--- src/rtl/cpu_trace_emitter.sv ---
// cpu_trace_emitter
//   Serialises one CPU write record into an ASCII trace line, one character per cycle:
//     "^" time "@" pc ": " operand " <= " data "#"
//   Time is decimal (clamped to 9999), pc/addr/data are 8 lowercase hex digits, and the
//   operand is "$<reg>" (register write) or "*<addr>" (memory write).
// Ports
//   clk, reset          : clock, asynchronous active-low reset
//   rec_valid/rec_ready : record handshake; all rec_* fields are latched on acceptance
//   rec_kind            : 0 = register write, 1 = memory write
//   rec_time/pc/reg/addr/data : record fields
//   char, char_valid    : registered character stream
//   records_sent        : count of completely emitted records (wraps)
module cpu_trace_emitter (
   input  logic        clk,
   input  logic        reset,
   input  logic        rec_valid,
   output logic        rec_ready,
   input  logic        rec_kind,
   input  logic [13:0] rec_time,
   input  logic [31:0] rec_pc,
   input  logic [4:0]  rec_reg,
   input  logic [31:0] rec_addr,
   input  logic [31:0] rec_data,
   output logic [7:0]  char,
   output logic        char_valid,
   output logic [15:0] records_sent
);

   typedef enum logic [3:0] {
      StIdle, StTime, StAt, StPc, StColon, StSp1, StOpsig, StOpnd,
      StSp2, StLt, StEq, StSp3, StData, StHash
   } state_e;

   localparam logic [7:0] ChCaret = 8'h5e;
   localparam logic [7:0] ChAt    = 8'h40;
   localparam logic [7:0] ChColon = 8'h3a;
   localparam logic [7:0] ChSpace = 8'h20;
   localparam logic [7:0] ChDolar = 8'h24;
   localparam logic [7:0] ChStar  = 8'h2a;
   localparam logic [7:0] ChLt    = 8'h3c;
   localparam logic [7:0] ChEq    = 8'h3d;
   localparam logic [7:0] ChHash  = 8'h23;

   state_e      state_q, state_d;
   logic [2:0]  cnt_q, cnt_d;
   logic [7:0]  char_q, char_d;
   logic        char_valid_q, char_valid_d;
   logic [15:0] records_sent_q;

   logic        kind_q;
   logic [13:0] time_q;
   logic [31:0] pc_q, addr_q, data_q;
   logic [4:0]  reg_q;

   logic        accept;
   logic [3:0]  time_dig [4];
   logic [2:0]  time_ndig;
   logic [3:0]  reg_tens, reg_ones;
   logic [2:0]  reg_ndig;
   logic [2:0]  opnd_last;

   function automatic logic [7:0] dec_char(input logic [3:0] d);
      return 8'h30 + {4'h0, d};
   endfunction

   function automatic logic [7:0] hex_char(input logic [3:0] n);
      return (n < 4'd10) ? (8'h30 + {4'h0, n}) : (8'h57 + {4'h0, n});
   endfunction

   // Nibble k of v counted from the most significant end.
   function automatic logic [3:0] nib(input logic [31:0] v, input logic [2:0] k);
      logic [4:0] sh;
      sh = {~k, 2'b00};
      return 4'(v >> sh);
   endfunction

   // The "#" cycle doubles as the acceptance slot so records can stream back to back.
   assign rec_ready    = (state_q == StIdle) || (state_q == StHash);
   assign accept       = rec_valid && rec_ready;
   assign char         = char_q;
   assign char_valid   = char_valid_q;
   assign records_sent = records_sent_q;

   // Decimal digit decomposition of the latched (already clamped) time and register.
   always_comb begin
      time_dig[3] = 4'(time_q / 14'd1000);
      time_dig[2] = 4'((time_q / 14'd100) % 14'd10);
      time_dig[1] = 4'((time_q / 14'd10) % 14'd10);
      time_dig[0] = 4'(time_q % 14'd10);
      if (time_q >= 14'd1000)     time_ndig = 3'd4;
      else if (time_q >= 14'd100) time_ndig = 3'd3;
      else if (time_q >= 14'd10)  time_ndig = 3'd2;
      else                        time_ndig = 3'd1;
      reg_tens  = 4'(reg_q / 5'd10);
      reg_ones  = 4'(reg_q % 5'd10);
      reg_ndig  = (reg_q >= 5'd10) ? 3'd2 : 3'd1;
      opnd_last = kind_q ? 3'd7 : (reg_ndig - 3'd1);
   end

   // FSM state register
   always_ff @(posedge clk or negedge reset) begin
      if (!reset) begin
         state_q <= StIdle;
         cnt_q   <= 3'd0;
      end else begin
         state_q <= state_d;
         cnt_q   <= cnt_d;
      end
   end

   // FSM next state. TIME covers the leading "^" (cnt 0) followed by the time digits.
   always_comb begin
      state_d = state_q;
      cnt_d   = cnt_q;
      case (state_q)
         StIdle: begin
            if (accept) begin
               state_d = StTime;
               cnt_d   = 3'd0;
            end
         end
         StTime: begin
            if (cnt_q == time_ndig) begin
               state_d = StAt;
               cnt_d   = 3'd0;
            end else begin
               cnt_d = cnt_q + 3'd1;
            end
         end
         StAt:    state_d = StPc;
         StPc: begin
            if (cnt_q == 3'd7) begin
               state_d = StColon;
               cnt_d   = 3'd0;
            end else begin
               cnt_d = cnt_q + 3'd1;
            end
         end
         StColon: state_d = StSp1;
         StSp1:   state_d = StOpsig;
         StOpsig: state_d = StOpnd;
         StOpnd: begin
            if (cnt_q == opnd_last) begin
               state_d = StSp2;
               cnt_d   = 3'd0;
            end else begin
               cnt_d = cnt_q + 3'd1;
            end
         end
         StSp2:   state_d = StLt;
         StLt:    state_d = StEq;
         StEq:    state_d = StSp3;
         StSp3:   state_d = StData;
         StData: begin
            if (cnt_q == 3'd7) begin
               state_d = StHash;
               cnt_d   = 3'd0;
            end else begin
               cnt_d = cnt_q + 3'd1;
            end
         end
         StHash: begin
            state_d = accept ? StTime : StIdle;
            cnt_d   = 3'd0;
         end
         default: begin
            state_d = StIdle;
            cnt_d   = 3'd0;
         end
      endcase
   end

   // FSM output: the character for the state being entered, registered below.
   always_comb begin
      char_d       = 8'h00;
      char_valid_d = (state_d != StIdle);
      case (state_d)
         StTime:  char_d = (cnt_d == 3'd0) ? ChCaret
                                           : dec_char(time_dig[2'(time_ndig - cnt_d)]);
         StAt:    char_d = ChAt;
         StPc:    char_d = hex_char(nib(pc_q, cnt_d));
         StColon: char_d = ChColon;
         StSp1:   char_d = ChSpace;
         StOpsig: char_d = kind_q ? ChStar : ChDolar;
         StOpnd: begin
            if (kind_q) char_d = hex_char(nib(addr_q, cnt_d));
            else if ((reg_ndig == 3'd2) && (cnt_d == 3'd0)) char_d = dec_char(reg_tens);
            else char_d = dec_char(reg_ones);
         end
         StSp2:   char_d = ChSpace;
         StLt:    char_d = ChLt;
         StEq:    char_d = ChEq;
         StSp3:   char_d = ChSpace;
         StData:  char_d = hex_char(nib(data_q, cnt_d));
         StHash:  char_d = ChHash;
         default: char_d = 8'h00;
      endcase
   end

   // Datapath: output register, record latch, completion counter.
   always_ff @(posedge clk or negedge reset) begin
      if (!reset) begin
         char_q         <= 8'h00;
         char_valid_q   <= 1'b0;
         records_sent_q <= 16'h0000;
         kind_q         <= 1'b0;
         time_q         <= 14'd0;
         pc_q           <= 32'h0;
         reg_q          <= 5'd0;
         addr_q         <= 32'h0;
         data_q         <= 32'h0;
      end else begin
         char_q       <= char_d;
         char_valid_q <= char_valid_d;
         if (state_q == StHash) records_sent_q <= records_sent_q + 16'd1;
         if (accept) begin
            kind_q <= rec_kind;
            time_q <= (rec_time > 14'd9999) ? 14'd9999 : rec_time;
            pc_q   <= rec_pc;
            reg_q  <= rec_reg;
            addr_q <= rec_addr;
            data_q <= rec_data;
         end
      end
   end

endmodule

--- config.mk ---
export PLATFORM = sky130hd
export DESIGN_NAME = cpu_trace_emitter
export DESIGN_NICKNAME = d
export VERILOG_FILES = /design/src/rtl/cpu_trace_emitter.sv
export SDC_FILE = /design/constraint.sdc
export NUM_CORES = 1
export LEC_CHECK = 0
export CORE_ASPECT_RATIO = 1.5
export CORE_MARGIN = 5
export CORE_UTILIZATION = 30
export DETAILED_ROUTE_END_ITERATION = 7
export SYNTH_ARGS = -nofsm -noshare
export SYNTH_HDL_FRONTEND = slang
export SYNTH_SLANG_ARGS = --single-unit
--- constraint.sdc ---
create_clock -name clk -period 14.5 [get_ports clk]
set_input_delay 4.35 -clock clk [delete_from_list [all_inputs] [get_ports clk]]
set_output_delay 4.35 -clock clk [all_outputs]
set_load 0.01 [all_outputs]
==> run summary, run 1 <==
The largest incremental delay on the critical path works out to 0.89 ns. Worst hold path stage count: 2. The tools report the startpoint type of the worst setup path as an input pin. The height of the die is 254 um, and the count of yosys warnings during synthesis is 0. The measured slew at the worst slew-check pin is 1.23 ns. Summed over all layers, the global routing overflow is 0. The logs give 0 for the count of instances resized after the clock tree is built and 36.1% for the utilization after layout. The total global-route track usage is 18.3%, and the cell depth of the worst flop-to-flop path is 21. The number of global-route vias before repair was 12.1k; the HPWL reported at the end of detailed placement was 31200 um. dfrtp_1 takes more of the synthesized area than any other cell. The average cell area after synthesis works out to 7.82 sq um.

For the number of clock sinks seen by CTS, the log shows 147. The most numerous cell type found on the critical path is a21oi_1. Of the available clock period, the critical path in the final layout requires 57.5%. The run gives 0 as the number of routed nets with antenna violations.

The worst register-to-register path ends at char[2]. Clock skew on the completed layout was measured at 0.0101 ns. 145 I/O pins were placed. TritonCTS built the clock tree. The library cells used most frequently in the layout, excluding fill and tap cells, are nand2_1, dfrtp_1, clkdlybuf4s50_1. In this run the core area contains 89 standard-cell rows. The number of violations reported at the end of detailed-routing iteration 0 is 775. The tools report the CTS buffer count as 17. The commonest non-fill, non-tap cell in the layout was nand2_1. The repair_antennas step left the layout with diodes totalling 0. In this run the deepest clock path goes through 2 buffers. Setup violations remaining at the end of the flow were counted as 0. The effective utilization at floorplan is 30.3%. Based on the critical path, the design can be clocked at up to 120 MHz.

The number of distinct library cells after synthesis is 112, and the global-route wire length before repair is 65400 um. When the netlist entered floorplanning its net count stood at 1665. The startpoint identified for the worst register-to-register timing path is time_q[10].

In this run the cell area of the synthesized design comes to 0.0120 sq mm. The run gives 0.0440 sq mm as the area of the die. In the post-synthesis netlist, the biggest area contributors are dfrtp_1, nand2_1, mux4_2.

The kind of critical path is in -> reg. Setup repair after global routing left no endpoint under its margin. For this run, the post-layout net count is 1726. The worst path in the final design needs a cycle of 8.34 ns, including I/O delays and setup.

For the remaining max-slew budget at the tightest pin, the log shows 17.1%. After clock tree synthesis, the clock-pin slew on the worst setup and hold paths is 0.06 ns. Routed length per instance: 19.6 um. The overall via count from detail_route is 12.0k.

The most used flip-flop cell after synthesis is dfrtp_1. Cells with a size suffix above 1 make up 7.36% of the layout. Number of failing hold endpoints at the final stage: 0.

The number of register bits inferred by synthesis is 147, and the critical path buffer and inverter count is 1. Data on the critical path is required at its endpoint by 14.81 ns. The tool flagged a number of max-cap violations equal to 0.

Hold repair after CTS inserted 0 buffers. The number of setup buffers added after CTS is 0. Width of the die: 173 um. The tools report the worst setup slack for register-to-register paths as 7.06 ns. In this run the tool buffered the top-level ports with 143 buffer cells.

Total iterations of the first detailed-routing run: 5. The total negative setup slack is 0 ns. The source of the worst hold timing path was data_q[4]. In this run the clock root is driven by a clkbuf_16.

The congestion estimate from routability-driven global placement came to 0.911. The proportion of synthesized chip area in sequential cells is 30.8%, and the synthesis-to-finish area growth is 19.2%. Along the worst path, the maximum fanout reaches 29.

The worst hold slack after final layout is 0.472 ns, and the number of enable-type register cells in the synthesized netlist is 0. For the number of H-tree levels, the log shows 4. The class of the tightest hold or removal check is reg -> reg. The kind of end point of the critical path was a flop. Data arrives at the worst endpoint at 8.65 ns.

The worst hold path terminates at data_q[4]. The run gives 0 as the count of pins over their slew limit. Wire length after detailed routing: 41200 um.

Clock insertion delay at the later pin of the skew report: 0.44 ns. The number of vias per cell was 5.72; the async set or reset register ratio after synthesis was 100%. Cell at the slowest stage of the critical path: a22o_2. Synthesis handed over a netlist of 1529 instances. The fraction of post-synthesis cell area in the top cell type by area was 30.8%.

The critical path goes through clkdlybuf4s50_1 > a21oi_1 > nor2_1 > o21ai_0 > a22o_2 > mux4_2 > mux2i_1 > a21oi_1 > xnor2_1 > a21oi_1 > o22ai_1 > a311o_1 > a31oi_1 > o31ai_1. The floorplan step defined a core boundary enclosing 0.0394 sq mm. The largest net degree at the start of global routing was 94.

The family of cells with the greatest summed delay on the critical path was compound AO/OA/AOI/OAI gates. The initial antenna violation count came out at 0. After filler insertion, the fill cell instance count of the layout stands at 4129.

In the routed design, unresolved DRC markers number 0. The run finished with clean final reports.
==> logic make-up (layout without fill, tap and decap cells) <==
group / count (synthesis) / in the layout / synth area share, %
simple gates: 721 / 721 / 27.0
compound gates: 397 / 397 / 24.4
flops: 147 / 147 / 30.8
buf+inv: 140 / 214 / 4.95
mux: 53 / 53 / 7.06
xor+xnor: 48 / 48 / 3.58
fa+ha+maj: 22 / 22 / 2.20
other cells: 1 / 1 / 0.0314
==> flip-flops by register name (all words and copies together), names as in the netlist <==
| register | cells |
|---|---|
| kind_q | 1 |
| cnt_q | 3 |
| reg_q | 5 |
| state_q | 4 |
| pc_q | 32 |
| char | 7 |
| records_sent | 16 |
| char_valid | 1 |
| time_q | 14 |
| addr_q | 32 |
| data_q | 32 |
==> metal layers <==
metal / routed length [um] / GRT usage (%) / vias up / part of all wire, %
met4: 2700 / 11.7 / 0 / 6.6
met2: 21400 / 33.6 / 428 / 52
met1: 15300 / 19.4 / 5797 / 37
met5: 0 / 0 / - / 0
li1: - / - / 5692 / -
met3: 1810 / 3.07 / 114 / 4.4
==> cell usage after synthesis, types with 6 or more instances <==
| cell type | number |
|---|---|
| a311oi_1 | 8 |
| ha_1 | 17 |
| xor2_1 | 10 |
| nor2_1 | 111 |
| a21oi_1 | 68 |
| a211o_1 | 8 |
| o21a_1 | 9 |
| mux4_2 | 24 |
| a32oi_1 | 6 |
| nand3_1 | 33 |
| and3_1 | 12 |
| a31oi_1 | 20 |
| nor4_1 | 11 |
| nand2b_1 | 10 |
| mux2_2 | 6 |
| dfrtp_1 | 147 |
| or2_2 | 10 |
| buf_2 | 25 |
| or3_1 | 8 |
| o2111ai_1 | 6 |
| a2111oi_0 | 8 |
| mux2i_1 | 22 |
| a221oi_1 | 8 |
| o31ai_1 | 17 |
| o211ai_1 | 24 |
| and2_1 | 8 |
| nand2_1 | 400 |
| o21ai_1 | 12 |
| xnor2_1 | 37 |
| a22oi_1 | 8 |
| or4_1 | 7 |
| nand4_1 | 22 |
| nor2b_1 | 22 |
| clkbuf_1 | 72 |
| o22ai_1 | 13 |
| nor3_1 | 31 |
| a21o_1 | 7 |
| o31a_1 | 9 |
| a211oi_1 | 18 |
| nand3b_1 | 10 |
| inv_1 | 29 |
| o21ai_0 | 56 |
| o311ai_0 | 8 |
| o221ai_1 | 7 |
==> cell type report <==
class | instances | area [sq um] | area share (%)
repair buffers | 150 | 1490 | 10.4
clock buffers | 19 | 443 | 3.11
clock inverters | 13 | 184 | 1.29
well taps | 500 | 626 | 4.39
inverters | 32 | 120 | 0.843
multi-input cells | 1242 | 7710 | 54.1
flip-flops and latches | 147 | 3680 | 25.8
==> through the flow <==
step	worst slack (ns)	std cells	area, sq um
global placement	5.66	2071	13600
global route	5.82	2103	14200
detailed placement	5.62	2071	13600
CTS	6.05	2103	14200
floorplan	7.08	1529	12000
finish	6.16	2103	14200
==> worst min-delay path, stage by stage, from the launching register on <==
cell and delay (ns):
dfrtp_1 0.33, nand2_1 0.05, nand2_1 0.05
==> worst max-delay path by stage <==
stage / from / endpoint / slack (ns) / cells after the start
5_1_grt: rec_valid / char[0] / 5.82 / 14
4_1_cts: rec_valid / char[0] / 6.05 / 14
3_3_place_gp: rec_valid / char[0] / 5.66 / 14
3_5_place_dp: rec_valid / char[0] / 5.62 / 14
6_report: rec_valid / char[0] / 6.16 / 14
2_1_floorplan: rec_valid / char[0] / 7.08 / 14
Power of run 1 is left out: the tool's default activity adds up to more than one toggle a clock period on the data nets, which glitch-free logic cannot reach.
==> inputs of run 2 (changes only) <==
clock period = 8.4 ns   (was 14.5 ns; I/O delays follow)
==> run 2 against run 1 <==
  * First-iteration DRC count is 3.6% lower
  * Final cell count hardly changed
  * Critical path depth is 8 higher
  * Clock skew is 0.00075 ns higher
  * Largest cell class unchanged
  * Highest routed layer unchanged
==> run summary, run 2 (synthesis results as in run 1) <==
The core outline area came out at 0.0394 sq mm. Data on the critical path arrives at its endpoint at 7.63 ns. The largest net degree at the start of global routing is 78. The run gives 0 as the initial antenna violation count. Number of violations of the max-capacitance limit: 0. The width of the die was 173 um.

For the final net count, the log shows 1730. The commonest non-fill, non-tap cell in the layout is nand2_1. The critical path in this run is classified as reg -> reg. The critical path goes through clkinv_1 > xnor2_1 > a32oi_4 > a21oi_2 > a2111oi_1 > a41oi_1 > nor2_1 > nand4_1 > o2111ai_1 > o2111ai_4 > inv_2 > nor2_1 > o311ai_1 > a211oi_1 > o31a_2 > xnor2_1 > ha_1 > a22o_1 > nand2_1 > o311ai_0 > o311a_1 > o21ai_1. The worst setup path is captured at a flop. Setup repair after global routing left no endpoint under its margin. The floorplan step defined a die boundary enclosing 0.0440 sq mm.

The number of cells on the worst reg-to-reg path is 22. The routed length per instance is 18.7 um, and the count of instances resized after the clock tree is built is 0. In the final layout, the registers with the most flip-flops are addr_q (32), data_q (32), pc_q (32). The worst hold slack after final layout was 0.469 ns; the measured slew at the worst slew-check pin was 1.09 ns. Class of the tightest hold or removal check: reg -> reg. The global-route wire length before repair is 62300 um. The total global-route track usage came out at 17.3%. For this design, the slowest cell found on the critical path is dfrtp_1. The number of buffers inserted by port buffering works out to 143. For the total setup buffers inserted after CTS, the log shows 0. The tree built by TritonCTS fans out to 147 sinks. Setup violations remaining at the end of the flow were counted as 0.

For this design the top-level I/O count stands at 145. For the worst-skew pair, the clock arrives at the later sink with an insertion delay of 0.43 ns. After global routing the overflow that remains totals 0. Once the floorplan was initialized, standard cells occupied 30.3% of the core. Cells with a size suffix above 1 make up 7.42% of the layout. Root cell of the clock tree: clkbuf_16.

0 antenna diodes ended up in the layout. The number of hold buffers added after CTS was 0. The area growth from synthesis to layout is 19.1%. The number of violations reported at the end of detailed-routing iteration 0 was 747; the number of global-route vias before repair was 11.8k.

The floorplan has 89 rows. The final critical path takes up 86.7% of the cycle. In the routed design, unresolved DRC markers number 0. The number of H-tree levels was 4; the worst hold path stage count was 2. The detailed router placed 11.9k vias in this run. Counting I/O delays and the setup requirement, the final critical path takes 7.28 ns. Clock-pin slew was measured on the worst setup and hold paths at 0.06 ns. The highest net fanout along the worst path was 30. Summed over all layers, the routed wires come to 39300 um.

The layout has 4138 filler cells. The highest attainable clock frequency came out at 137 MHz. At the worst endpoint, the required time is 8.75 ns. Number of buffers between clock root and the deepest sink: 2. TritonCTS built the clock tree.

The tools report the final weighted congestion in routability-driven placement as 0.897. Measured against its own limit, the worst slew margin works out to 26.7%. On the final layout, the worst clock skew is 0.0109 ns. The count of nets left with antenna violations once routing finished came out at 0. Total negative setup slack: 0 ns.

The flow ran to the end, and the final reports show no timing, DRC or antenna violations. After legalization and detailed placement, the total HPWL measured 29500 um. In the layout the commonest cells are nand2_1, dfrtp_1, clkdlybuf4s50_1. The CTS buffer count is 17. The first detailed-routing pass took 5 iterations.

The count of pins over their slew limit came out at 0. The largest incremental delay on the critical path came out at 0.91 ns. The die is 254 um tall.

The startpoint type of the worst setup path was a flop. For the number of failing hold endpoints at the final stage, the log shows 0. Dividing the detail-routed via count by the number of cells gives 5.64.
## run 2: path summary, 6_finish.rpt
path	start	to	slack, ns
max in group asynchronous	reset	pc_q[5]	4.83
min in group asynchronous	reset	records_sent[9]	2.11
hold reg to reg	pc_q[13]	pc_q[13]	0.47
setup reg to reg	time_q[9]	char[2]	1.12
hold / removal	pc_q[13]	pc_q[13]	0.47
setup / recovery	time_q[9]	char[2]	1.12
## run 2: through the flow
stage	area, sq um	setup slack (ns)	cells	util [%]
after floorplan	12000	2.81	1529	-
after global placement	13600	1.38	2075	34.6
after detailed placement	13600	1.29	2075	34.6
after CTS	14200	1.31	2104	36.1
after global routing	14200	0.632	2104	36.1
final	14200	1.12	2104	36.1
## run 2: worst max-delay path: cells and delay by family, from the launching register on
family | cells | cell delay [ns]
simple gates | 4 | 1.09
xor+xnor | 2 | 0.55
fa+ha+maj | 1 | 0.30
buf+inv | 2 | 0.91
flops | 1 | 0.91
compound gates | 13 | 3.41
## run 2: per-layer routing
layer,wire length [um],vias up,share of wire [%],GRT usage (%)
li1,-,5683,-,-
met1,15000,5659,38,18.8
met2,20600,432,52,32.5
met3,1850,91,4.7,2.70
met4,1940,0,4.9,8.65
met5,0,-,0,0
## run 2: final cells by class
class,count,area (sq um),share of cell area (%)
Timing Repair Buffer,154,1520,10.6
Tap cell,500,626,4.39
Sequential cell,147,3680,25.8
Multi-Input combinational cell,1242,7710,54.1
Inverter,32,120,0.844
Clock inverter,9,133,0.932
Clock buffer,20,457,3.21
Power of run 2 is left out for the same reason.
==> inputs of run 3 (changes only) <==
ABC_AREA = 1   (was unset)
CORE_UTILIZATION = 43   (was 30)
GPL_TIMING_DRIVEN = 0   (was unset)
==> run 3 against run 2 <==
  * Setup slack worse by 0.67 ns
  * Critical path depth increased by 6
  * Core utilization is 17 points higher
  * Clock skew decreased by 0.0043 ns
  * Synthesized cell count is 2.7% higher
  * Sequential share of layout area is 1.9 points higher
  * Wire length decreased by 18%
  * Die area decreased by 35%
  * Maximum frequency decreased by 8.5%
  * Sequential cell count unchanged
  * Critical endpoint is now char[1]
==> run summary, run 3 <==
The required time reported for the critical path endpoint is 8.67 ns, and the total global-route track usage is 22.8%. Clock slew at the register clock pins of the worst setup and hold paths: 0.06 ns. Worst hold path stage count: 2. The number of placed I/O pins was 145; the wire length after detailed routing was 32100 um. The number of violations of the max-capacitance limit is 0. The cell at the slowest stage of the critical path is a2111oi_0. The run gives 10.8k as the number of global-route vias before repair. Row generation in the floorplan step produced 71 rows.

Height of the die: 204 um. The final weighted congestion in routability-driven placement is 0.945. After synthesis, the share of flip-flops with an asynchronous set or reset is 100%. Input and output buffers added on the ports amount to 143. For this run, the post-layout net count is 1869. The run gives 1570 as the synthesized instance count.

The run gives 2 as the number of buffers between clock root and the deepest sink. nand2_1 is the most common cell in the netlist. The floorplan step defined a core boundary enclosing 0.0250 sq mm. The class of the tightest hold or removal check is reg -> reg. Counting every net in the synthesized netlist gives 1706. Cell area after technology mapping: 0.0108 sq mm. TritonCTS built the clock tree.

The fraction of post-synthesis cell area in the top cell type by area was 34.1%. The worst setup path is of the reg -> reg kind. The number of register bits inferred by synthesis was 147. Most prevalent standard cell on the critical path: inv_1. The die covers 0.0284 sq mm. The repair_antennas step left the layout with diodes totalling 0. The number of enable-type register cells in the synthesized netlist is 0. The total setup buffers inserted after CTS is 0, and the cts-stage hold buffer count is 0. The number of failing hold endpoints at the final stage is 0. The run gives 38.2% as the remaining max-slew budget at the tightest pin. The worst hold path terminates at data_q[11]. Setup violations remaining at the end of the flow were counted as 0. The run finished with clean final reports.

Summing the sequential cell areas from Yosys gives 34.1% of the chip area. STA classifies the critical path endpoint as a flop. Once the floorplan was initialized, standard cells occupied 43.3% of the core. For this run, the top clock speed supported by timing is 126 MHz. A synthesized cell averages 6.88 sq um. The HPWL reported at the end of detailed placement came out at 25500 um.

The post-route clock period utilization is 94.7%, and the count of filler cells inserted in the layout is 2549. After synthesis, the cell types taking the most area are dfrtp_1, nand2_1, o21ai_0. Count of instances resized after the clock tree is built: 0. The tools report the number of routed nets with antenna violations as 0. After detailed routing, the number of remaining DRC violations is 0.

The library cells used most frequently in the layout, excluding fill and tap cells, are nand2_1, dfrtp_1, clkdlybuf4s50_1. Dividing the detail-routed via count by the number of cells gives 5.11. The clock reaches the later pin of the worst-skew pair after 0.43 ns.

The first global-routing pass estimated 52800 um of wire. The total overflow left after global routing is 0. Across all layers, the routed design uses 10.6k vias. The cell depth of the worst flop-to-flop path is 28, and the highest net fanout along the worst path is 10. Worst hold slack after final layout: 0.474 ns. The number of distinct library cells after synthesis is 64. The number of H-tree levels is 4. Endpoint of the worst register-to-register path: char[1].

Leaving out fill and tap cells, the most frequent cell in the layout is nand2_1. Entering global routing, the biggest net connects 87 pins. In this run the most critical hold path is launched from data_q[11]. The pre-antenna-repair detailed-routing pass consisted of 5 iterations. The run gives 0.44 ns as the worst setup slack for register-to-register paths. The clock period minus final worst setup slack was 7.96 ns. Measured slew at the worst slew-check pin: 0.928 ns.

The worst setup path is launched from a flop. In this design, the stage delay of the slowest critical-path cell is 0.70 ns. The startpoint identified for the worst register-to-register timing path is time_q[10]. The width of the die is 139 um, and the synthesis-to-finish area growth is 23.0%.

Setup repair after global routing left no endpoint under its margin. Ranked by instance count, the synthesized netlist is headed by nand2_1, dfrtp_1, inv_1. The initial antenna violation count is 0, and the clock tree skew after final layout is 0.00660 ns. The count of pins over their slew limit was 0; the CTS buffer count was 17.

The utilization after layout is 53.2%, and the share of final-layout standard cells stronger than drive strength 1 is 9.79%. The number of clock sinks seen by CTS is 147, and the number of violations reported at the end of detailed-routing iteration 0 is 490. The largest registers in the layout are addr_q (32), data_q (32), pc_q (32).

For this run, the number of Yosys warnings is 0. At the worst endpoint, the arrival time is 8.23 ns. Dividing the detail-routed wire length by the instance count gives 15.5 um. Root cell of the clock tree: clkbuf_16. Among all flip-flop cells after synthesis, the most frequent one is dfrtp_1. The library cell with the largest summed area after synthesis was dfrtp_1.
run 3: worst max path at each step:
stage / end / cells past startpoint / slack [ns] / start
4_1_cts: char[1] / 28 / 0.52 / time_q[10]
6_report: char[1] / 28 / 0.44 / time_q[10]
3_5_place_dp: char[1] / 16 / 0.48 / rec_valid
5_1_grt: char[1] / 28 / 0.17 / time_q[10]
3_3_place_gp: addr_q[28] / 1 / -1.42 / reset
2_1_floorplan: char[2] / 18 / 3.06 / rec_valid
run 3: per-stage QoR:
stage | cells | setup slack, ns | TNS, ns | instance area (sq um)
detailed placement | 2042 | 0.483 | 0 | 12700
CTS | 2074 | 0.522 | 0 | 13300
global route | 2074 | 0.175 | 0 | 13300
global placement | 2041 | -1.42 | -204.38 | 12600
finish | 2074 | 0.443 | 0 | 13300
floorplan | 1570 | 3.06 | 0 | 10800
run 3: layout make-up:
class / count / area (sq um) / share of cell area (%)
Sequential cell: 147 / 3680 / 27.7
Timing Repair Buffer: 144 / 1460 / 11.0
Buffer: 51 / 221 / 1.67
Multi-Input combinational cell: 1202 / 6260 / 47.1
Inverter: 170 / 638 / 4.80
Clock inverter: 11 / 151 / 1.14
Tap cell: 328 / 410 / 3.09
Clock buffer: 21 / 460 / 3.47
run 3: critical path: cells and delay by family, from the launching register on:
family	cells	cell delay [ns]
xor+xnor	1	0.16
simple gates	8	1.73
flops	1	0.35
buf+inv	10	2.37
compound gates	8	2.87
fa+ha+maj	1	0.29
run 3: kinds of logic after synthesis:
| group | after synthesis | synth area share, % |
|---|---|---|
| AO/OA/AOI/OAI | 221 | 12.1 |
| XOR/XNOR | 42 | 3.55 |
| adder cells (fa/ha/maj) | 17 | 1.97 |
| buffers and inverters | 221 | 7.96 |
| flip-flops | 147 | 34.1 |
| multiplexers | 23 | 2.13 |
| other | 1 | 0.0347 |
| AND/OR/NAND/NOR | 898 | 38.2 |
run 3: per-layer routing:
layer	vias to the layer above	track usage, %	wire length, um
met5	-	0	0
met4	0	10.1	1290
met3	73	2.88	895
met2	210	44.3	17200
met1	4902	24.2	12700
li1	5414	-	-
Power of run 3 is left out for the same reason.
